[config.mk]
export PLATFORM = sky130hd
export DESIGN_NAME = outr_serial_tx
export DESIGN_NICKNAME = d
export VERILOG_FILES = /design/src/rtl/outr_tx_pkg.sv /design/src/rtl/outr_serial_tx_baud.sv /design/src/rtl/outr_serial_tx.sv
export SDC_FILE = /design/constraint.sdc
export NUM_CORES = 1
export LEC_CHECK = 0
export CAP_MARGIN = 40
export CORE_UTILIZATION = 46
export DETAILED_ROUTE_END_ITERATION = 10
export PLACE_DENSITY_LB_ADDON = 0.12
export SKIP_CTS_REPAIR_TIMING = 1
export SYNTH_ARGS = -nofsm -noshare
export SYNTH_HDL_FRONTEND = slang
export SYNTH_HIERARCHICAL = 1
export SYNTH_SLANG_ARGS = --single-unit
[constraint.sdc]
create_clock -name CLK -period 1.8 [get_ports CLK]
set_input_delay 0.18 -clock CLK [delete_from_list [all_inputs] [get_ports CLK]]
set_output_delay 0.18 -clock CLK [all_outputs]
set_load 0.05 [all_outputs]
[src/rtl/outr_tx_pkg.sv]
// Shared types and constants for the OUTR serial transmitter.
// Holds the FSM state encoding, the default bit period and a frame length helper.
package outr_tx_pkg;

   typedef enum logic [2:0] {
      IDLE,
      START,
      DATA,
      PARITY,
      STOP
   } tx_state_t;

   localparam int DEFAULT_CLKS_PER_BIT = 16;

   function automatic int frame_len(input int u, input int clks, input bit parity_en);
      return (u + 2 + (parity_en ? 1 : 0)) * clks;
   endfunction

endpackage

[src/rtl/outr_serial_tx_baud.sv]
// Baud tick generator: free-running 0..CLKS_PER_BIT-1 counter with a synchronous restart.
// tick is high during the last cycle of each bit period.
module baud_tick_gen #(
   parameter int CLKS_PER_BIT = 16
) (
   input  logic CLK,
   input  logic RST_N,
   input  logic restart,
   output logic tick
);

   localparam int CW = (CLKS_PER_BIT > 1) ? $clog2(CLKS_PER_BIT) : 1;
   localparam logic [CW-1:0] LAST = CW'(CLKS_PER_BIT - 1);

   logic [CW-1:0] cnt;

   always_ff @(posedge CLK) begin
      if (!RST_N) begin
         cnt <= '0;
      end else if (restart || (cnt == LAST)) begin
         cnt <= '0;
      end else begin
         cnt <= cnt + CW'(1);
      end
   end

   assign tick = (cnt == LAST);

endmodule

[src/rtl/outr_serial_tx.sv]
// Serial transmitter behind OUTR: accepts a byte on LD while FGO=1 and shifts it out LSB first.
// Define TX_PARITY_EN to append an even-parity bit between the data bits and the stop bit.
//
// state  | meaning
// IDLE   | line high, FGO=1, waiting for LD
// START  | start bit (TXD=0)
// DATA   | u data bits, LSB first
// PARITY | even-parity bit (TX_PARITY_EN builds only)
// STOP   | stop bit (TXD=1); FGO returns at its last tick
module outr_serial_tx
   import outr_tx_pkg::*;
#(
   parameter int u            = 8,
   parameter int CLKS_PER_BIT = DEFAULT_CLKS_PER_BIT
) (
   input  logic         CLK,
   input  logic         RST_N,
   input  logic [u-1:0] Data_in,
   input  logic         LD,
   input  logic         IEN,
   output logic         FGO,
   output logic         BUSY,
   output logic         TXD,
   output logic         IRQ
);

   localparam int BW = $clog2(u) + 1;
   localparam logic [BW-1:0] LAST_BIT = BW'(u - 1);

   tx_state_t     state_q, state_d;
   logic [u-1:0]  shreg_q, shreg_d;
   logic [BW-1:0] bit_cnt_q, bit_cnt_d;
   logic          txd_q, txd_d;
   logic          fgo_q, fgo_d;
   logic          busy_q, busy_d;
   logic          irq_q;
   logic          restart;
   logic          tick;
`ifdef TX_PARITY_EN
   logic          parity_q, parity_d;
`endif

   baud_tick_gen #(.CLKS_PER_BIT(CLKS_PER_BIT)) u_baud (
      .CLK     (CLK),
      .RST_N   (RST_N),
      .restart (restart),
      .tick    (tick)
   );

   always_ff @(posedge CLK) begin
      if (!RST_N) begin
         state_q   <= IDLE;
         shreg_q   <= '0;
         bit_cnt_q <= '0;
         txd_q     <= 1'b1;
         fgo_q     <= 1'b1;
         busy_q    <= 1'b0;
         irq_q     <= 1'b0;
`ifdef TX_PARITY_EN
         parity_q  <= 1'b0;
`endif
      end else begin
         state_q   <= state_d;
         shreg_q   <= shreg_d;
         bit_cnt_q <= bit_cnt_d;
         txd_q     <= txd_d;
         fgo_q     <= fgo_d;
         busy_q    <= busy_d;
         irq_q     <= fgo_q & IEN;
`ifdef TX_PARITY_EN
         parity_q  <= parity_d;
`endif
      end
   end

   always_comb begin
      state_d   = state_q;
      shreg_d   = shreg_q;
      bit_cnt_d = bit_cnt_q;
      txd_d     = txd_q;
      fgo_d     = fgo_q;
      busy_d    = busy_q;
      restart   = 1'b0;
`ifdef TX_PARITY_EN
      parity_d  = parity_q;
`endif
      case (state_q)
         IDLE: begin
            txd_d = 1'b1;
            // Only a registered FGO=1 admits a byte, so LD on the last STOP tick is dropped.
            if (LD && fgo_q) begin
               shreg_d = Data_in;
               fgo_d   = 1'b0;
               busy_d  = 1'b1;
               txd_d   = 1'b0;
               restart = 1'b1;
               state_d = START;
`ifdef TX_PARITY_EN
               parity_d = ^Data_in;
`endif
            end
         end
         START: begin
            if (tick) begin
               state_d   = DATA;
               bit_cnt_d = '0;
               txd_d     = shreg_q[0];
            end
         end
         DATA: begin
            if (tick) begin
               if (bit_cnt_q == LAST_BIT) begin
`ifdef TX_PARITY_EN
                  state_d = PARITY;
                  txd_d   = parity_q;
`else
                  state_d = STOP;
                  txd_d   = 1'b1;
`endif
               end else begin
                  shreg_d   = shreg_q >> 1;
                  txd_d     = shreg_q[1];
                  bit_cnt_d = bit_cnt_q + BW'(1);
               end
            end
         end
         PARITY: begin
            if (tick) begin
               state_d = STOP;
               txd_d   = 1'b1;
            end
         end
         STOP: begin
            if (tick) begin
               state_d = IDLE;
               fgo_d   = 1'b1;
               busy_d  = 1'b0;
               txd_d   = 1'b1;
            end
         end
         default: begin
            state_d = IDLE;
            txd_d   = 1'b1;
         end
      endcase
   end

   assign FGO  = fgo_q;
   assign BUSY = busy_q;
   assign TXD  = txd_q;
   assign IRQ  = irq_q;

endmodule

==> flow_metrics.tcl, run 1 <==
set metrics [dict create \
    slew_headroom_pct 66.9 \
    dr.first_iter.drc_count 23 \
    synth.most_common_cell "dfxtp_1" \
    drive_gt1_share_pct 18.4 \
    die-area_um2 2600 \
    clock-sinks 23 \
    rows 17 \
    chipHeight_um 51.0 \
    h-tree-depth 1 \
    overflow 0 \
    cp-end-kind "primary output" \
    async_flop_share_pct 0 \
    min_path_cells 3 \
    period_share_pct 94.8 \
    ys_top_cells_by_area "dfxtp_1 42%, o221a_2 7.1%, a31oi_1 5.1%, nor2_1 4.4%, inv_1 3.4%" \
    vias 930 \
    fmax_mhz 586 \
    synth-edff-count 0 \
    crit_type "reg -> out" \
    hold_viol_final 0 \
    ant_nets 0 \
    rr_startpoint "bit_cnt_q[0]$_SDFFE_PN0P_" \
    crit_slowest_cell "clkdlybuf4s50_1" \
    synth-xor-area-share_pct 3.17 \
    ys_seq_area_share_pct 41.7 \
    fin_worst_skew_ps 4.42 \
    totalWireLength_mm 2.12 \
    cpLargestDelayFamily "buffers and inverters" \
    ys_types 36 \
    ys_dominant_reg_cell "dfxtp_1" \
    synth-compound-area-share_pct 23.0 \
    cts_buffers 3 \
    r2r_cells 5 \
    port_buffers 15 \
    avgRoutedWirePerCell_um 12.5 \
    max_cap_viol_count 0 \
    worstPathArrival_ps 1530 \
    synthMuxAreaShare_pct 1.93 \
    period_needed_ps 1710 \
    hpwl_mm 1.54 \
    cp_max_fo 5 \
    synth_largest_area_cell "dfxtp_1" \
    crit_chain "clkdlybuf4s50_1" \
    vias_per_cell 5.50 \
    tightest_slew_ps 496 \
    startpoint_type "flip-flop" \
    syn_area_um2 1100 \
    track_usage_pct 18.7 \
    syn_inst 119 \
    ir_worst_vdd_v 0.000565 \
    avgSynthCellArea_um2 9.28 \
    synth-simple-area-share_pct 23.0 \
    cts_root_buf "clkbuf_4" \
    route.detailed.drc 0 \
    dr.pass1.iters 4 \
    core_um2 2230 \
    num_io_pins 16 \
    path_buf_inv 1 \
    grt_pass1_vias 852 \
    status "complete, no violations" \
    slowest_delay_ps 820 \
    clock_latency_ps 310 \
    syn2layout_area_growth_pct 22.4 \
    clk_pin_slew_worst_paths_ps 130 \
    grt_max_degree 17 \
    power.density_nw_per_um2 725 \
    antenna_cells 0 \
    fin_util_pct 60.6 \
    hp-start "Data_in[7]" \
    min_path_type "in -> reg" \
    p_leak_nw 0.522 \
    synth_top_area_share_pct 41.7 \
    clk_path_buf_depth 2 \
    worst-path-stages 1 \
    synth_adder_area_share_pct 2.27 \
    setup_tns_ps 0 \
    fin_nets 156 \
    crit_required_ps 1620 \
    syn_nets 133 \
    grt_pass1_wl_mm 3.67 \
    gp_congestion 0.760 \
    initial_utilization_pct 49.5 \
    critPathLaunch "FGO$_SDFFE_PN1P_" \
    yosys-top-cells-count "23 x dfxtp_1, 13 x nor2_1, 10 x inv_1, 9 x a31oi_1" \
    rsz0062_at_grt "false" \
    die_width_um 51.0 \
    setup_viol 0 \
    slew_violations 0 \
    ys_seq_elements 23 \
    yosysWarnings 6 \
    synth_top_family_by_area "compound AO/OA/AOI/OAI gates" \
    cts_tree "built" \
    antenna_found_initial 0 \
]
metrics by stage:
step / total power, mW / hold slack, ps / cells / instance area [um2] / setup WS [ps]
global placement: 0.750 / 432 / 165 / 1330 / 139
global route: 1.03 / 450 / 169 / 1350 / 9.11
finish: 0.981 / 438 / 169 / 1350 / 94.2
detailed placement: 0.753 / 442 / 165 / 1330 / 108
CTS: 0.991 / 432 / 169 / 1350 / 79.0
floorplan: 0.686 / 308 / 119 / 1100 / 221
logic make-up after synthesis:
group | Yosys count
AO/OA/AOI/OAI | 33
XOR/XNOR | 4
adder cells (fa/ha/maj) | 2
buffers and inverters | 14
flip-flops | 23
multiplexers | 2
AND/OR/NAND/NOR | 41
worst paths after layout:
kind / end / slack, ps
setup reg to reg: shreg_q[2]$_SDFFE_PN0P_ / 120
hold reg to reg: u_baud/cnt[0]$_SDFF_PP0_ / 450
setup / recovery: FGO / 90
hold / removal: shreg_q[7]$_SDFFE_PN0P_ / 440
cell type report:
cell class	instances	area, um2
fillers	202	881
multi-input cells	82	589
flip-flops and latches	23	460
repair buffers	22	203
inverters	10	37.5
well taps	28	35.0
clock buffers	3	22.5
clock inverters	1	5.00
flip-flops by register name, indices dropped and copies added (netlist names):
| signal | cells |
|---|---|
| TXD | 1 |
| state_q | 3 |
| BUSY | 1 |
| u_baud/cnt | 4 |
| bit_cnt_q | 4 |
| shreg_q | 8 |
| FGO | 1 |
| IRQ | 1 |
routing by layer:
metal | track usage [%] | wire, um | share of wire (%)
met5 | 0 | 0 | 0
met2 | 32.0 | 1020 | 48
met4 | 5.56 | 14 | 0.66
met3 | 3.57 | 95 | 4.5
met1 | 23.4 | 984 | 46
power breakdown:
group | total [mW] | switching, mW | internal [mW]
Combinational | 0.179 | 0.0878 | 0.0915
Clock | 0.239 | 0.156 | 0.0828
Sequential | 0.563 | 0.0213 | 0.541
Total | 0.981 | 0.265 | 0.716
worst register-to-register path, cell delays in order, from the launching register on:
cell and delay (ps):
dfxtp_1 390, ha_1 200, nand3b_1 180, a32oi_2 420
a21oi_4 110, o221a_2 290
layout by cell type (no fill, tap or decap), types with 3 or more instances in the layout:
cell	instances
nand3_1	3
and3_1	4
buf_4	7
dfxtp_1	23
nor2_1	13
a31oi_1	9
clkbuf_4	3
clkdlybuf4s50_1	15
o221a_2	7
nand2_1	4
inv_1	10
o21ai_0	7
a21oi_1	5
Note: power is estimated with default switching activity, not from simulation.
==> inputs of run 2 (changes only) <==
--- a/config.mk
+++ b/config.mk
@@ -5,7 +5,7 @@
 export SDC_FILE = /design/constraint.sdc
 export NUM_CORES = 1
 export LEC_CHECK = 0
-export CAP_MARGIN = 40
+export CAP_MARGIN = 20
 export CORE_UTILIZATION = 46
 export DETAILED_ROUTE_END_ITERATION = 10
 export PLACE_DENSITY_LB_ADDON = 0.12
==> results of run 2 <==
The final DEF is identical to that of run 1; final timing and power are the same.
